**src/rtl/mapper_pkg.sv**
```systemverilog
// Shared types for the translation-table fill engine: fill modes, FSM states, default widths.
// Latency: n/a (types and constants only).
// Backpressure: n/a.
package mapper_pkg;

  localparam int IDX_W_DEF  = 7;
  localparam int DATA_W_DEF = 8;

  typedef enum logic [1:0] {
    FILL_IDENTITY = 2'd0,
    FILL_CONST    = 2'd1,
    FILL_INCR     = 2'd2,
    FILL_RSVD     = 2'd3
  } fill_mode_e;

  typedef enum logic [1:0] {
    ST_IDLE   = 2'd0,
    ST_FILL   = 2'd1,
    ST_VERIFY = 2'd2,
    ST_DONE   = 2'd3
  } fill_state_e;

endpackage

```
**src/rtl/trans_table_filler_if.sv**
```systemverilog
// Translation-table SRAM pin bundle (address, data, strobes).
// Latency: none, plain wires.
// Backpressure: none; the asynchronous SRAM answers in the same cycle.
interface trans_table_filler_if
  import mapper_pkg::*;
#(
  parameter int IDX_W  = IDX_W_DEF,
  parameter int DATA_W = DATA_W_DEF
);
  logic [IDX_W-1:0]  tbl_addr;
  logic [DATA_W-1:0] tbl_wdata;
  logic [DATA_W-1:0] tbl_rdata;
  logic              tbl_we_n;
  logic              tbl_oe_n;

  modport master (output tbl_addr, output tbl_wdata, output tbl_we_n, output tbl_oe_n,
                  input tbl_rdata);
  modport slave  (input tbl_addr, input tbl_wdata, input tbl_we_n, input tbl_oe_n,
                  output tbl_rdata);
endinterface

```
**src/rtl/fill_pattern_gen.sv**
```systemverilog
// Combinational table-entry pattern for a given index, mode and seed value.
// Latency: zero cycles (pure combinational).
// Backpressure: none.
module fill_pattern_gen
  import mapper_pkg::*;
#(
  parameter int IDX_W  = IDX_W_DEF,
  parameter int DATA_W = DATA_W_DEF
) (
  input  logic [IDX_W-1:0]  idx,
  input  fill_mode_e        mode,
  input  logic [DATA_W-1:0] value,
  output logic [DATA_W-1:0] pattern
);

  logic [DATA_W-1:0] idx_ext;
  assign idx_ext = DATA_W'(idx);

  // Select the pattern; arithmetic wraps at DATA_W bits.
  always_comb begin
    pattern = '0;
    case (mode)
      FILL_IDENTITY: pattern = idx_ext;
      FILL_CONST:    pattern = value;
      FILL_INCR:     pattern = value + idx_ext;
      default:       pattern = '0;
    endcase
  end

endmodule

```
**src/rtl/trans_table_filler.sv**
```systemverilog
// Arbitrates the translation-table SRAM between the mapper (always wins) and a fill/verify engine.
// Latency: CPU path is combinational; a fill takes 2^IDX_W engine-granted cycles (twice that with verify).
// Backpressure: any cpu_req cycle stalls the engine index; no timeout. Optional verify pass: FILL_VERIFY_EN.
module trans_table_filler
  import mapper_pkg::*;
#(
  parameter int IDX_W  = IDX_W_DEF,
  parameter int DATA_W = DATA_W_DEF
) (
  input  logic              clk,
  input  logic              reset_n,
  input  logic              cpu_req,
  input  logic              cpu_wr,
  input  logic [IDX_W-1:0]  cpu_index,
  input  logic [DATA_W-1:0] cpu_wdata,
  output logic [DATA_W-1:0] cpu_rdata,
  input  logic              cmd_start,
  input  logic              cmd_abort,
  input  logic [1:0]        cmd_mode,
  input  logic [DATA_W-1:0] cmd_value,
  output logic              busy,
  output logic              done,
  output logic              aborted,
  output logic              verify_err,
  output logic [IDX_W-1:0]  err_index,
  trans_table_filler_if.master tbl
);

  localparam logic [IDX_W-1:0] IDX_LAST = '1;

  fill_state_e       state_q, state_d;
  logic [IDX_W-1:0]  idx_q, idx_d;
  fill_mode_e        mode_q, mode_d;
  logic [DATA_W-1:0] value_q, value_d;
  logic              busy_q, busy_d;
  logic              done_q, done_d;
  logic              aborted_q, aborted_d;
  logic [DATA_W-1:0] pat;
  logic              eng_gnt;
  logic              start_ok;

  assign eng_gnt  = !cpu_req;
  assign start_ok = cmd_start && !cmd_abort && (cmd_mode != 2'd3) &&
                    ((state_q == ST_IDLE) || (state_q == ST_DONE));

  // One generator serves both the fill write data and the verify compare.
  fill_pattern_gen #(.IDX_W(IDX_W), .DATA_W(DATA_W)) u_pat (
    .idx     (idx_q),
    .mode    (mode_q),
    .value   (value_q),
    .pattern (pat)
  );

`ifdef FILL_VERIFY_EN
  logic             verr_q, verr_d;
  logic [IDX_W-1:0] err_idx_q, err_idx_d;
`endif

  // Next-state logic: command acceptance, index stepping, completion and abort.
  always_comb begin
    state_d   = state_q;
    idx_d     = idx_q;
    mode_d    = mode_q;
    value_d   = value_q;
    aborted_d = aborted_q;
`ifdef FILL_VERIFY_EN
    verr_d    = verr_q;
    err_idx_d = err_idx_q;
`endif
    case (state_q)
      ST_IDLE, ST_DONE: begin
        state_d = ST_IDLE;
        if (start_ok) begin
          state_d   = ST_FILL;
          idx_d     = '0;
          mode_d    = fill_mode_e'(cmd_mode);
          value_d   = cmd_value;
          aborted_d = 1'b0;
`ifdef FILL_VERIFY_EN
          verr_d    = 1'b0;
          err_idx_d = '0;
`endif
        end
      end
      ST_FILL: begin
        if (eng_gnt) begin
          idx_d = idx_q + 1'b1;
          if (idx_q == IDX_LAST) begin
`ifdef FILL_VERIFY_EN
            state_d = ST_VERIFY;
`else
            state_d = ST_DONE;
`endif
          end
        end
      end
`ifdef FILL_VERIFY_EN
      ST_VERIFY: begin
        if (eng_gnt) begin
          // Only the first mismatch is recorded; the pass still runs to the end.
          if ((tbl.tbl_rdata != pat) && !verr_q) begin
            verr_d    = 1'b1;
            err_idx_d = idx_q;
          end
          idx_d = idx_q + 1'b1;
          if (idx_q == IDX_LAST) state_d = ST_DONE;
        end
      end
`endif
      default: state_d = ST_IDLE;
    endcase
    // Abort beats completion; the in-flight write of this cycle still lands.
    if (cmd_abort && ((state_q == ST_FILL) || (state_q == ST_VERIFY))) begin
      state_d   = ST_IDLE;
      idx_d     = '0;
      aborted_d = 1'b1;
    end
    busy_d = (state_d == ST_FILL) || (state_d == ST_VERIFY);
    done_d = (state_d == ST_DONE);
  end

  // State and registered status outputs.
  always_ff @(posedge clk or negedge reset_n) begin
    if (!reset_n) begin
      state_q   <= ST_IDLE;
      idx_q     <= '0;
      mode_q    <= FILL_IDENTITY;
      value_q   <= '0;
      busy_q    <= 1'b0;
      done_q    <= 1'b0;
      aborted_q <= 1'b0;
    end else begin
      state_q   <= state_d;
      idx_q     <= idx_d;
      mode_q    <= mode_d;
      value_q   <= value_d;
      busy_q    <= busy_d;
      done_q    <= done_d;
      aborted_q <= aborted_d;
    end
  end

`ifdef FILL_VERIFY_EN
  // Sticky first-mismatch record.
  always_ff @(posedge clk or negedge reset_n) begin
    if (!reset_n) begin
      verr_q    <= 1'b0;
      err_idx_q <= '0;
    end else begin
      verr_q    <= verr_d;
      err_idx_q <= err_idx_d;
    end
  end
  assign verify_err = verr_q;
  assign err_index  = err_idx_q;
`else
  assign verify_err = 1'b0;
  assign err_index  = '0;
`endif

  // Port grant: the mapper takes the SRAM whenever it asks, otherwise the engine drives it.
  always_comb begin
    tbl.tbl_addr  = '0;
    tbl.tbl_wdata = '0;
    tbl.tbl_we_n  = 1'b1;
    tbl.tbl_oe_n  = 1'b0;
    if (cpu_req) begin
      tbl.tbl_addr  = cpu_index;
      tbl.tbl_wdata = cpu_wdata;
      tbl.tbl_we_n  = !cpu_wr;
      tbl.tbl_oe_n  = cpu_wr;
    end else if (state_q == ST_FILL) begin
      tbl.tbl_addr  = idx_q;
      tbl.tbl_wdata = pat;
      tbl.tbl_we_n  = 1'b0;
      tbl.tbl_oe_n  = 1'b1;
    end else if (state_q == ST_VERIFY) begin
      tbl.tbl_addr  = idx_q;
    end
  end

  assign cpu_rdata = tbl.tbl_rdata;
  assign busy      = busy_q;
  assign done      = done_q;
  assign aborted   = aborted_q;

endmodule

```
**src/flat_wrapper.sv**
```systemverilog
// flat-port wrapper written by rule: the top's interface ports become plain ports
module trans_table_filler_flat import mapper_pkg::*;
#(
  parameter int IDX_W  = IDX_W_DEF,
  parameter int DATA_W = DATA_W_DEF
)
  (clk, reset_n, cpu_req, cpu_wr, cpu_index, cpu_wdata, cpu_rdata, cmd_start, cmd_abort, cmd_mode, cmd_value, busy, done, aborted, verify_err, err_index, tbl_tbl_addr, tbl_tbl_wdata, tbl_tbl_we_n, tbl_tbl_oe_n, tbl_tbl_rdata);
  trans_table_filler_if #(.IDX_W(IDX_W), .DATA_W(DATA_W)) tbl_i ();
  input  logic clk;
  input  logic reset_n;
  input  logic cpu_req;
  input  logic cpu_wr;
  input  logic [IDX_W-1:0] cpu_index;
  input  logic [DATA_W-1:0] cpu_wdata;
  output logic [DATA_W-1:0] cpu_rdata;
  input  logic cmd_start;
  input  logic cmd_abort;
  input  logic [1:0] cmd_mode;
  input  logic [DATA_W-1:0] cmd_value;
  output logic busy;
  output logic done;
  output logic aborted;
  output logic verify_err;
  output logic [IDX_W-1:0] err_index;
  output wire logic [$bits(tbl_i.tbl_addr)-1:0] tbl_tbl_addr;
  output wire logic [$bits(tbl_i.tbl_wdata)-1:0] tbl_tbl_wdata;
  output wire logic [$bits(tbl_i.tbl_we_n)-1:0] tbl_tbl_we_n;
  output wire logic [$bits(tbl_i.tbl_oe_n)-1:0] tbl_tbl_oe_n;
  input wire logic [$bits(tbl_i.tbl_rdata)-1:0] tbl_tbl_rdata;
  assign tbl_tbl_addr = tbl_i.tbl_addr;
  assign tbl_tbl_wdata = tbl_i.tbl_wdata;
  assign tbl_tbl_we_n = tbl_i.tbl_we_n;
  assign tbl_tbl_oe_n = tbl_i.tbl_oe_n;
  assign tbl_i.tbl_rdata = tbl_tbl_rdata;
  trans_table_filler #(.IDX_W(IDX_W), .DATA_W(DATA_W)) u_core (.clk(clk), .reset_n(reset_n), .cpu_req(cpu_req), .cpu_wr(cpu_wr), .cpu_index(cpu_index), .cpu_wdata(cpu_wdata), .cpu_rdata(cpu_rdata), .cmd_start(cmd_start), .cmd_abort(cmd_abort), .cmd_mode(cmd_mode), .cmd_value(cmd_value), .busy(busy), .done(done), .aborted(aborted), .verify_err(verify_err), .err_index(err_index), .tbl(tbl_i));
endmodule
```
**config.mk**
```make
export PLATFORM = sky130hd
export DESIGN_NAME = trans_table_filler_flat
export DESIGN_NICKNAME = d
export VERILOG_FILES = /design/src/rtl/mapper_pkg.sv /design/src/rtl/trans_table_filler_if.sv /design/src/rtl/fill_pattern_gen.sv /design/src/rtl/trans_table_filler.sv /design/src/flat_wrapper.sv
export SDC_FILE = /design/constraint.sdc
export NUM_CORES = 1
export LEC_CHECK = 0
export BUFFER_PORTS_ARGS = -buffer_cell sky130_fd_sc_hd__buf_2
export CAP_MARGIN = 5
export CORE_MARGIN = 5
export CORE_UTILIZATION = 50
export CTS_BUF_LIST = sky130_fd_sc_hd__clkbuf_8
export CTS_CLUSTER_DIAMETER = 30
export DETAILED_ROUTE_END_ITERATION = 10
export GPL_TIMING_DRIVEN = 0
export PLACE_DENSITY_LB_ADDON = 0.25
export SLEW_MARGIN = 20
export SYNTH_ARGS = -nofsm -noshare
export SYNTH_HDL_FRONTEND = slang
export SYNTH_HIERARCHICAL = 1
export SYNTH_SLANG_ARGS = --single-unit
```
**constraint.sdc**
```tcl
create_clock -name clk -period 2.9 [get_ports clk]
set_clock_uncertainty 0.2 [all_clocks]
set_input_delay 0.29 -clock clk [delete_from_list [all_inputs] [get_ports clk]]
set_output_delay 0.29 -clock clk [all_outputs]
set_load 0.02 [all_outputs]
```
==> Word-level counts from Yosys, hierarchy flattened <==
Index checks and enable logic that the tools add are counted.
W data, S select, Z words.
{ "word_totals": {"ff_bits": 22, "inputBits": 39, "word_cells": 61} }
{ "classes": {"addsub": 2, "eq_ne": 12, "muxes": 22, "reduce_logical": 18} }
{ "ops": {"columns": ["op", "count"], "rows": [
  ["$mux W7", 6],
  ["$pmux W8 S3", 1],
  ["$mux W8", 2],
  ["$pmux W7 S2", 1],
  ["$eq A2 B2 Y1 const B", 5],
  ["$add A8 B7 Y8", 1],
  ["$mux W1", 8],
  ["$add A7 B1 Y7 const B", 1],
  ["$eq A7 B7 Y1 const B", 1],
  ["$eq A2 B1 Y1 const B", 3],
  ["$mux W2", 3],
  ["$logic_and A1 B1 Y1", 4],
  ["$logic_not A2 Y1", 2],
  ["$pmux W2 S2", 1],
  ["$reduce_and A2 Y1", 2],
  ["$reduce_bool A2 Y1", 2],
  ["$logic_or A1 B1 Y1", 3],
  ["$ne A3 B1 Y1 const B", 1],
  ["$ne A3 B3 Y1 const B", 1],
  ["$reduce_and A3 Y1", 1],
  ["$reduce_bool A3 Y1", 1],
  ["$logic_not A1 Y1", 2],
  ["$ne A2 B2 Y1 const B", 1],
  ["$reduce_or A2 Y1", 1]
]} }

==> Longest topological paths before layout <==
Gate-level depths: netlist of run 1.
{ "logic_depth": {"depth_word": 9, "ltp_mapped": 8} }

==> By module <==
The synthesis of run 1 kept the hierarchy.
{ "by_module_without_submodules": {"columns": ["module", "instances", "cells_per_inst", "area_per_inst_um2"], "rows": [
  ["trans_table_filler", 1, 146, 1396.3],
  ["fill_pattern_gen", 1, 60, 441.7]
]} }

==> Worst setup path after synthesis of run 1 <==
No wires, ideal clock.
{ "synth_path": {"kind": "flip-flop to output port", "from": "reg u_core.idx_q[0]", "to": "out tbl_tbl_wdata[6]", "arrival_ns": 2.058, "required_time_ns": 2.410, "slack_ns": 0.352, "path_stages_with_launch": 9, "n_path_buf": 0, "cell_sequence": "dfrtp_1 ha_1 fa_1 a211oi_1 o21bai_1 a21oi_1 xor2_1 o21ai_0 a22o_1"} }
{ "synth_between": {"elab_chain_cells": 4} }
{ "synth_rtl": {"columns": ["item", "line_no", "source"], "rows": [
  ["start, declared", "trans_table_filler.sv:32", "logic [IDX_W-1:0] idx_q, idx_d;"],
  ["start signal, assigned", "trans_table_filler.sv:134", "idx_q <= idx_d;"],
  ["$add A8 B7 Y8", "fill_pattern_gen.sv:25", "FILL_INCR: pattern = value + idx_ext;"],
  ["$pmux W8 S3", "fill_pattern_gen.sv:22", "case (mode)"],
  ["net u_core.pat[6]", "trans_table_filler.sv:38", "logic [DATA_W-1:0] pat;"],
  ["$mux W8", "trans_table_filler.sv:172", "end else if (state_q == ST_FILL) begin"],
  ["$mux W8", "trans_table_filler.sv:167", "if (cpu_req) begin"],
  ["end, declared", "flat_wrapper.sv:26", "output wire logic [$bits(tbl_i.tbl_wdata)-1:0] tbl_tbl_wdata;"]
]} }
The timed path passes the listed nets, and every way through them passes these cells.

==> Worst setup path in the final report of run 1 <==
{ "layout_path": {"from": "reg u_core.value_q[0]", "to": "out tbl_tbl_wdata[6]"} }
{ "layout_between": {"elab_chain_cells": 4} }
{ "layout_rtl": {"columns": ["item", "line_no", "source"], "rows": [
  ["start, declared", "trans_table_filler.sv:34", "logic [DATA_W-1:0] value_q, value_d;"],
  ["start signal, assigned", "trans_table_filler.sv:136", "value_q <= value_d;"],
  ["$add A8 B7 Y8", "fill_pattern_gen.sv:25", null],
  ["$pmux W8 S3", "fill_pattern_gen.sv:22", null],
  ["net u_core.pat[6]", "trans_table_filler.sv:38", null],
  ["$mux W8", "trans_table_filler.sv:172", null],
  ["$mux W8", "trans_table_filler.sv:167", null]
]} }
The timed path passes the listed nets, and every way through them passes these cells.

==> metrics.txt, run 1 <==
YS warnings 6; Post-synth ARST share 100%; Post-Synthesis Cell Area 1840 sq um; deepest clock path buffer count 2; power per cell area 714 nW/um^2; status complete, no violations; n_diodes 0; EDFF count, synth 0; GR Overflow Total 0; via/cell ratio 5.33; largest family of logic cells by synthesized area compound AO/OA/AOI/OAI gates; fmax 358 MHz; commonest non-fill, non-tap cell in the layout buf_2; Final Non-Filler Cells 325; critical path type flop to output pin; Final ANT Viol Nets 0; top routing layer used met4; Yosys cell types 52; Tmin final 2800 ps; Die H 70.6 microns; hpwl dp 3570 microns; clk sinks 22; most frequent cells in the layout buf_2, nand2_1, buf_4; CP required 2410 ps; relative slew slack 63.6%; ys flop type dfrtp_1; dpl ws 106 ps; GPL Wtd Cong 0.898; # rows 22; IO Port Bufs 57; P_leak 1.14 nW; largest net degree at the start of global routing 23; Routed met1 length 2120 microns; 1st-pass router iterations 4; Layout Nets 332; Hold WC Path Type primary input to flop; setup ws final 104 ps; clock transition at the registers of the reported paths 70 ps; post-synthesis adder-cell area fraction 9.94%; XOR/XNOR Fraction of Synth Area 2.38%; root buf cell clkbuf_8; area grow syn2layout 26.3%; vias in the first global route 1586; IO Pins 75; Arr. time, crit path 2310 ps; Synth Area in Compound Gates 24.9%; hold path depth 2; clk_lat worst skew 260 ps; maximum fanout along the worst path 3; effective utilization at floorplan 51.0%; Mapped Avg Cell Area 8.92 sq um; die area 4990 sq um; Final setup viols 0; Detailed Route Iter0 Violations 74; Num CTS Buffers 3; r2r setup slk 640 ps; Final Hold Viols 0; H-tree depth 1; fin util 64.4%; Die W 70.6 microns; worst vdd ir 0.000421 V; crit start category flop; RSZ-0062 raised after global routing yes; Worst-Margin Slew 532 ps; CTS tree yes; # placed instances 318; Max Slew Vio Count 0; Vias 1732; Total GRT Usage 18.3%; share of cells above drive strength 1 39.7%; Detail Route met2 WL 2030 microns; simple-gate share of the synthesized area 15.2%; core area 3610 sq um; crit end category output pin; period utilization 96.4%; Synth Register Bits 22; cell depth of the worst flop-to-flop path 7; DRT Wirelength 4640 microns; post-synthesis mux area share 7.69%; average wire per standard cell 14.3 microns; met3 wire len 454 microns; Seq/Total Area, Yosys 30.0%; drt drc 0; first-pass GRT wire length 7370 microns; Post-Synthesis Cells 206; initial antenna violation count 0; max_cap viols 0; WHS 60.2 ps
## state kept, by name, indices dropped and copies added, names as in the netlist
signal	flops
u_core/busy	1
u_core/done	1
u_core/value_q	8
u_core/idx_q	7
u_core/mode_q	2
u_core/state_q	2
u_core/aborted	1
## routing by layer
metal  up-vias  track usage (%)
met5         -                0
met4         0             4.80
met3         4             5.54
met2        66             30.1
met1       795             23.4
li1        867                -
## cell families after synthesis
logic type	after synthesis
compound gates	64
simple gates	57
buf+inv	30
flops	22
fa+ha+maj	14
mux	13
xor+xnor	5
other cells	1
## path summary, 6_finish.rpt
kind / from / to
setup / recovery: u_core/value_q[0] / tbl_tbl_wdata[6]
hold / removal: cmd_value[0] / u_core/value_q[0]
setup reg to reg: u_core/state_q[0] / u_core/idx_q[5]
hold reg to reg: u_core/aborted / u_core/aborted
max in group asynchronous: reset_n / u_core/value_q[1]
min in group asynchronous: reset_n / u_core/idx_q[4]
## cells in the mapped netlist (3+ instances only)
cell type | number | area (sq um)
nor2b_1 | 3 | 18.8
mux2_2 | 9 | 101
a211oi_1 | 3 | 22.5
a21oi_1 | 5 | 25.0
clkbuf_1 | 6 | 22.5
nor3_1 | 3 | 15.0
dfrtp_1 | 22 | 551
mux2i_1 | 4 | 40.0
ha_1 | 13 | 163
o31ai_1 | 3 | 22.5
nand2_1 | 25 | 93.8
o21ai_0 | 21 | 105
a22o_1 | 9 | 78.8
xor2_1 | 3 | 26.3
nor2_1 | 9 | 33.8
buf_4 | 17 | 128
inv_1 | 6 | 22.5
## area by class of cell
class / instances / area [sq um]
inverter: 6 / 22.5
buffer: 24 / 155
clock buffer: 3 / 41.3
tap: 48 / 60.1
fill: 330 / 1280
timing repair buffer: 61 / 324
sequential: 22 / 556
multi-input combinational: 161 / 1160
## critical path, cell delays in order, from the launching register on
cell	delay (ps)
dfrtp_1	430
ha_4	190
fa_2	420
a211oi_2	190
o21bai_1	90
a21oi_1	160
xor2_1	160
o21ai_1	90
a22o_1	200
buf_6	130
## where the power goes
part	switching (mW)	internal (mW)	total (mW)
Sequential	0.102	0.411	0.514
Clock	0.0929	0.0926	0.185
Combinational	0.525	0.433	0.958
## per-stage QoR
step / setup TNS (ps) / power [mW] / cell area (sq um)
3_5_place_dp: 0 / 1.40 / 2210
5_1_grt: -120 / 1.79 / 2320
4_1_cts: 0 / 1.62 / 2290
2_1_floorplan: 0 / 1.17 / 1860
6_report: 0 / 1.66 / 2320
3_3_place_gp: 0 / 1.38 / 2210
## repair_timing
action / 4_1_cts / 5_1_grt
setup endpoints to repair: 2 / 4
hold endpoints to repair: 22 / 0
setup buffers: 2 / 1
hold buffers: 1 / 0
pin swaps: 0 / 10
resized for setup: 4 / 11
Note: power is estimated with default switching activity, not from simulation.
==> run 2: changes to the inputs <==
- CORE_UTILIZATION: 50 -> 45
- clock period: 2.9 -> 2.4 ns (I/O delays scaled with it)
==> metrics.txt, run 2 (synthesis gave the netlist of run 1 again) <==
status finished with violations; violated checks negative setup slack; Tmin final 2800 ps; worst vdd ir 0.000694 V (+65%); deepest clock path buffer count 2 (unchanged); Layout Nets 344 (+3.6%); CTS tree yes; drt drc 0 (unchanged); root buf cell clkbuf_8; # rows 23 (+4.5%); period utilization 117%; average wire per standard cell 15.2 microns (+6.7%); most frequent cells in the layout buf_2, buf_4, nand2_1; Largest Register u_core/value_q; GPL Wtd Cong 0.809 (-9.9%); Detailed Route Iter0 Violations 86 (+16%); power per cell area 871 nW/um^2 (+22%); maximum fanout along the worst path 3 (unchanged); top flop regs u_core/value_q x8, u_core/idx_q x7; delay of the slowest cell on the worst path 440 ps (about the same); Num CTS Buffers 3 (unchanged); met3 wire len 527 microns (+16%); CP required 1960 ps (-450 ps); max_cap viols 0 (unchanged); fmax 357 MHz; clk sinks 22 (unchanged); share of cells above drive strength 1 45.9% (+6.2 points); die area 5460 sq um (+9.5%); cell family with most CP delay compound AO/OA/AOI/OAI gates; GR Overflow Total 0 (unchanged); RSZ-0062 raised after global routing yes; crit end category output pin; IO Pins 75 (unchanged); Detail Route met2 WL 2390 microns (+18%); relative slew slack 62.4% (-1.2 points); CP cell instances ha_4 -> fa_2 -> a211oi_2 -> o21bai_1 -> a21oi_1 -> xor2_1 -> o21ai_1 -> a22o_1 -> buf_6; max FFs per register 8 (unchanged); core area 3970 sq um (+10%); Final ANT Viol Nets 0 (unchanged); commonest non-fill, non-tap cell in the layout buf_2; crit start category flop; Die H 73.9 microns (+4.6%); Final Non-Filler Cells 340 (+4.6%); clk_lat worst skew 260 ps (about the same); clock transition at the registers of the reported paths 80 ps (about the same); Worst-Margin Slew 550 ps (+17.7 ps); Max Slew Vio Count 0 (unchanged); DRT Wirelength 5180 microns (+12%); setup ws final -402 ps (-506 ps); H-tree depth 1 (unchanged); setup_tns -1360 ps (-1360 ps); Total GRT Usage 18.5% (+0.19 points); Vias 1805 (+4.2%); largest net degree at the start of global routing 23 (unchanged); first-pass GRT wire length 7790 microns (+5.7%); 1st-pass router iterations 4 (unchanged); Arr. time, crit path 2360 ps (+50 ps); critical path type flop to output pin; top routing layer used met4; hpwl dp 3690 microns (+3.2%); effective utilization at floorplan 46.3% (-4.7 points); Final Hold Viols 0 (unchanged); Final setup viols 6 (+6); n_diodes 0 (unchanged); Die W 73.9 microns (+4.6%); area grow syn2layout 39.3%; crit path max-delay cell type dfrtp_1; Routed met1 length 2200 microns (+3.9%); P_leak 1.23 nW (+7.9%); via/cell ratio 5.31 (-0.38%); Hold WC Path Type primary input to flop; initial antenna violation count 0 (unchanged); IO Port Bufs 57 (unchanged); Worst Path Buf+Inv 1 (unchanged); # placed instances 320 (+0.63%); vias in the first global route 1629 (+2.7%)
==> run 2: cell types whose count changed in the layout (fill, tap and decap cells not counted), sizes merged <==
cell / before / now
dlygate4sd3: 1 / 6
buf: 78 / 87
nor2: 10 / 11
clkbuf: 9 / 7
==> run 2: where the power goes <==
part / internal [mW] / leakage, nW / switching (mW)
registers: 0.494 / 0.269 / 0.150
clock network: 0.146 / 0.0288 / 0.123
logic: 0.629 / 0.930 / 0.688
==> run 2: layout make-up <==
| type | instances | area (sq um) |
|---|---|---|
| buffer | 21 | 144 |
| clock buffer | 4 | 55.1 |
| fill | 336 | 1410 |
| inverter | 6 | 22.5 |
| multi-input combinational | 162 | 1250 |
| sequential | 22 | 558 |
| tap | 50 | 62.6 |
| timing repair buffer | 75 | 469 |
==> run 2: path summary, 6_finish.rpt <==
path | from | end | slack, ps | cells past startpoint
worst max-delay path | u_core/value_q[0] | tbl_tbl_wdata[6] | -400 | 9
worst min-delay path | cmd_value[5] | u_core/value_q[5] | 3 | 2
worst max register to register | u_core/state_q[0] | u_core/idx_q[5] | 180 | 7
worst min register to register | u_core/aborted | u_core/aborted | 300 | 1
max in group asynchronous | reset_n | u_core/idx_q[3] | 1350 | 2
min in group asynchronous | reset_n | u_core/value_q[7] | 270 | 2
==> run 2: metal layers <==
| metal | up-vias | track usage (%) |
|---|---|---|
| met5 | - | 0 |
| met1 | 812 | 24.0 |
| met4 | 0 | 5.84 |
| li1 | 892 | - |
| met3 | 11 | 2.60 |
| met2 | 90 | 31.5 |
==> run 2: worst reg2reg max path, stage by stage (launching register included) <==
cell	delay, ps
dfrtp_1	380
inv_1	70
ha_1	390
nor2b_1	140
buf_4	170
o2111ai_2	170
or4_1	490
a21boi_1	140
==> run 2: repair_timing <==
action,4_1_cts,5_1_grt
gates cloned,1,0
setup buffers,6,6
pin swaps,12,22
endpoints found under the setup margin,17,12
resized for setup,26,14
hold endpoints to repair,26,1
hold buffers,5,1
==> run 2: metrics by stage <==
step	area (sq um)	setup slack, ps	hold WS (ps)	power (mW)	util, %
6_report	2560	-402	3.46	2.23	64.5
3_5_place_dp	2220	-315	41.4	1.71	55.8
3_3_place_gp	2220	-259	38.5	1.67	55.8
5_1_grt	2560	-517	8.95	2.39	64.5
2_1_floorplan	1870	1.30	-256	1.42	-
4_1_cts	2450	-419	0.758	2.11	61.6
==> run 3: changes to the inputs <==
- CORE_ASPECT_RATIO: not set -> 2
- CORE_UTILIZATION: 45 -> 50
- clock period: 2.4 -> 2.85 ns (I/O delays scaled with it)
==> metrics.txt, run 3 (synthesis gave the netlist of run 1 again) <==
deepest clock path buffer count 2 (unchanged); Final Non-Filler Cells 329 (-3.2%); Total GRT Usage 22.7% (+4.2 points); WHS 45.9 ps (+42.4 ps); Psw 778 uW (-19%); fillcell total 328 (-2.4%); CP required 2370 ps (+410 ps); effective utilization at floorplan 51.0% (+4.7 points); vias in the first global route 1818 (+12%); crit end category output pin; register area 556 sq um (-0.45%); Switching Fraction 42.2% (-0.88 points); Pint 1.06 mW (-16%); # placed instances 319 (-0.31%); origin of the worst setup path u_core/idx_q[0]; share of cells above drive strength 1 41.1% (-4.8 points); Largest Register u_core/value_q; R2R Path End u_core/idx_q[5]; maximum fanout along the worst path 3 (unchanged); Hold WC Path Type primary input to flop; GPL Wtd Cong 0.917 (+13%); Multi-input gate area 1180 sq um (-5.4%); critical path type flop to output pin; crit start category flop; P_leak 1.16 nW (-5.4%); worst vdd ir 0.000484 V (-30%); fmax 345 MHz; Max Slew Vio Count 0 (unchanged); Vias 1804 (-0.055%); average wire per standard cell 16.0 microns (+5.0%); hpwl dp 3940 microns (+6.9%); IO Port Bufs 57 (unchanged); first-pass GRT wire length 8630 microns (+11%); drt drc 0 (unchanged); Die H 95.7 microns (+30%); H-tree depth 1 (unchanged); setup_tns -46.6 ps (+1320 ps); max_cap viols 0 (unchanged); clk_lat worst skew 260 ps (about the same); root buf cell clkbuf_8; GR Overflow Total 0 (unchanged); largest net degree at the start of global routing 23 (unchanged); Die W 52.9 microns (-28%); sequential power share 27.7% (-1.2 points); Detailed Route Iter0 Violations 55 (-36%); Final ANT Viol Nets 0 (unchanged); n_diodes 0 (unchanged); clock transition at the registers of the reported paths 90 ps (about the same); RR Startpoint u_core/state_q[0]; r2r setup slk 600 ps (+420 ps); DRT Wirelength 5270 microns (+1.6%); via/cell ratio 5.48 (+3.3%); commonest non-fill, non-tap cell in the layout buf_2; cell depth of the worst flop-to-flop path 7 (unchanged); Comb power frac 56.3% (-2.7 points); Layout Nets 334 (-2.9%); Arr. time, crit path 2410 ps (+50 ps); setup ws final -46.6 ps (+356 ps); Num CTS Buffers 3 (unchanged); Final Hold Viols 0 (unchanged); CTS tree yes; most frequent cells in the layout buf_2, nand2_1, buf_4; Final setup viols 1 (-5); power per cell area 771 nW/um^2 (-11%); violated checks negative setup slack; area grow syn2layout 30.0%; Worst Setup EP tbl_tbl_wdata[6]; top flop regs u_core/value_q x8, u_core/idx_q x7; 1st-pass router iterations 4 (unchanged); clk sinks 22 (unchanged); die area 5060 sq um (-7.3%); # rows 31 (+35%); max FFs per register 8 (unchanged); period utilization 102%; IO Pins 75 (unchanged); initial antenna violation count 0 (unchanged); Clock power frac 16.0% (+3.9 points); Tmin final 2900 ps; PnR Total Power 1.84 mW (-17%); RSZ-0062 raised after global routing yes; status finished with violations; core area 3610 sq um (-9.2%); Worst-Margin Slew 562 ps (+12.2 ps); relative slew slack 61.6% (-0.83 points)
-- run 3: cell count changes in the layout (fill, tap and decap cells not counted), sizes merged --
cell,change
dlygate4sd3,-5
bufinv,+1
buf,-7
clkbuf,+2
nor2,-1
-- run 3: metal layers --
| layer | vias to the layer above | GRT usage (%) | routed length, microns |
|---|---|---|---|
| li1 | 872 | - | - |
| met1 | 841 | 24.5 | 1870 |
| met2 | 81 | 43.3 | 3030 |
| met3 | 10 | 2.48 | 295 |
| met4 | 0 | 8.10 | 70 |
| met5 | - | 0 | 0 |
-- run 3: how the worst min path moves through the flow --
stage	startpoint	endpoint	slack [ps]	cells past startpoint
after floorplan	reset_n	u_core/aborted	-210	0
after global placement	reset_n	u_core/value_q[7]	90	1
after detailed placement	reset_n	u_core/value_q[7]	90	1
after CTS	cmd_value[4]	u_core/value_q[4]	40	2
after global routing	cmd_value[3]	u_core/value_q[3]	40	2
final	cmd_value[4]	u_core/value_q[4]	50	2
-- run 3: stage by stage --
step	setup slack (ps)	cell area [sq um]	util, %
finish	-46.6	2390	66.3
global route	-116	2390	66.3
CTS	-22.1	2350	65.0
detailed placement	-38.8	2210	61.3
global placement	20.5	2210	61.3
floorplan	307	1860	-
-- run 3: power by group through the flow --
stage	combinational (mW)	sequential (mW)	clock [mW]
5_1_grt	1.15	0.526	0.312
3_3_place_gp	0.899	0.514	0
3_5_place_dp	0.926	0.516	0
4_1_cts	0.990	0.509	0.298
2_1_floorplan	0.685	0.509	0
6_report	1.04	0.510	0.295
-- run 3: worst max-delay path, cell delays in order (launching register included) --
cell      delay (ps)
dfrtp_2          450
ha_4             180
fa_2             390
a211oi_2         250
o21bai_1         120
a21oi_1          180
xor2_1           170
o21ai_1           90
a22o_1           190
buf_6            130
-- run 3: final cells by class --
type	instances	area share, %
Clock buffer	3	1.73
Tap cell	49	2.57
Timing Repair Buffer	63	14.3
Multi-Input combinational cell	161	49.5
Buffer	24	6.49
Sequential cell	22	23.2
Clock inverter	1	1.26
Inverter	6	0.942
-- run 3: repair_timing --
action | CTS | global route
setup endpoints to repair | 3 | 10
pin swaps | 5 | 9
hold buffers | 1 | 0
hold endpoints to repair | 22 | 0
buffers inserted | 2 | 3
gates resized for setup | 9 | 9
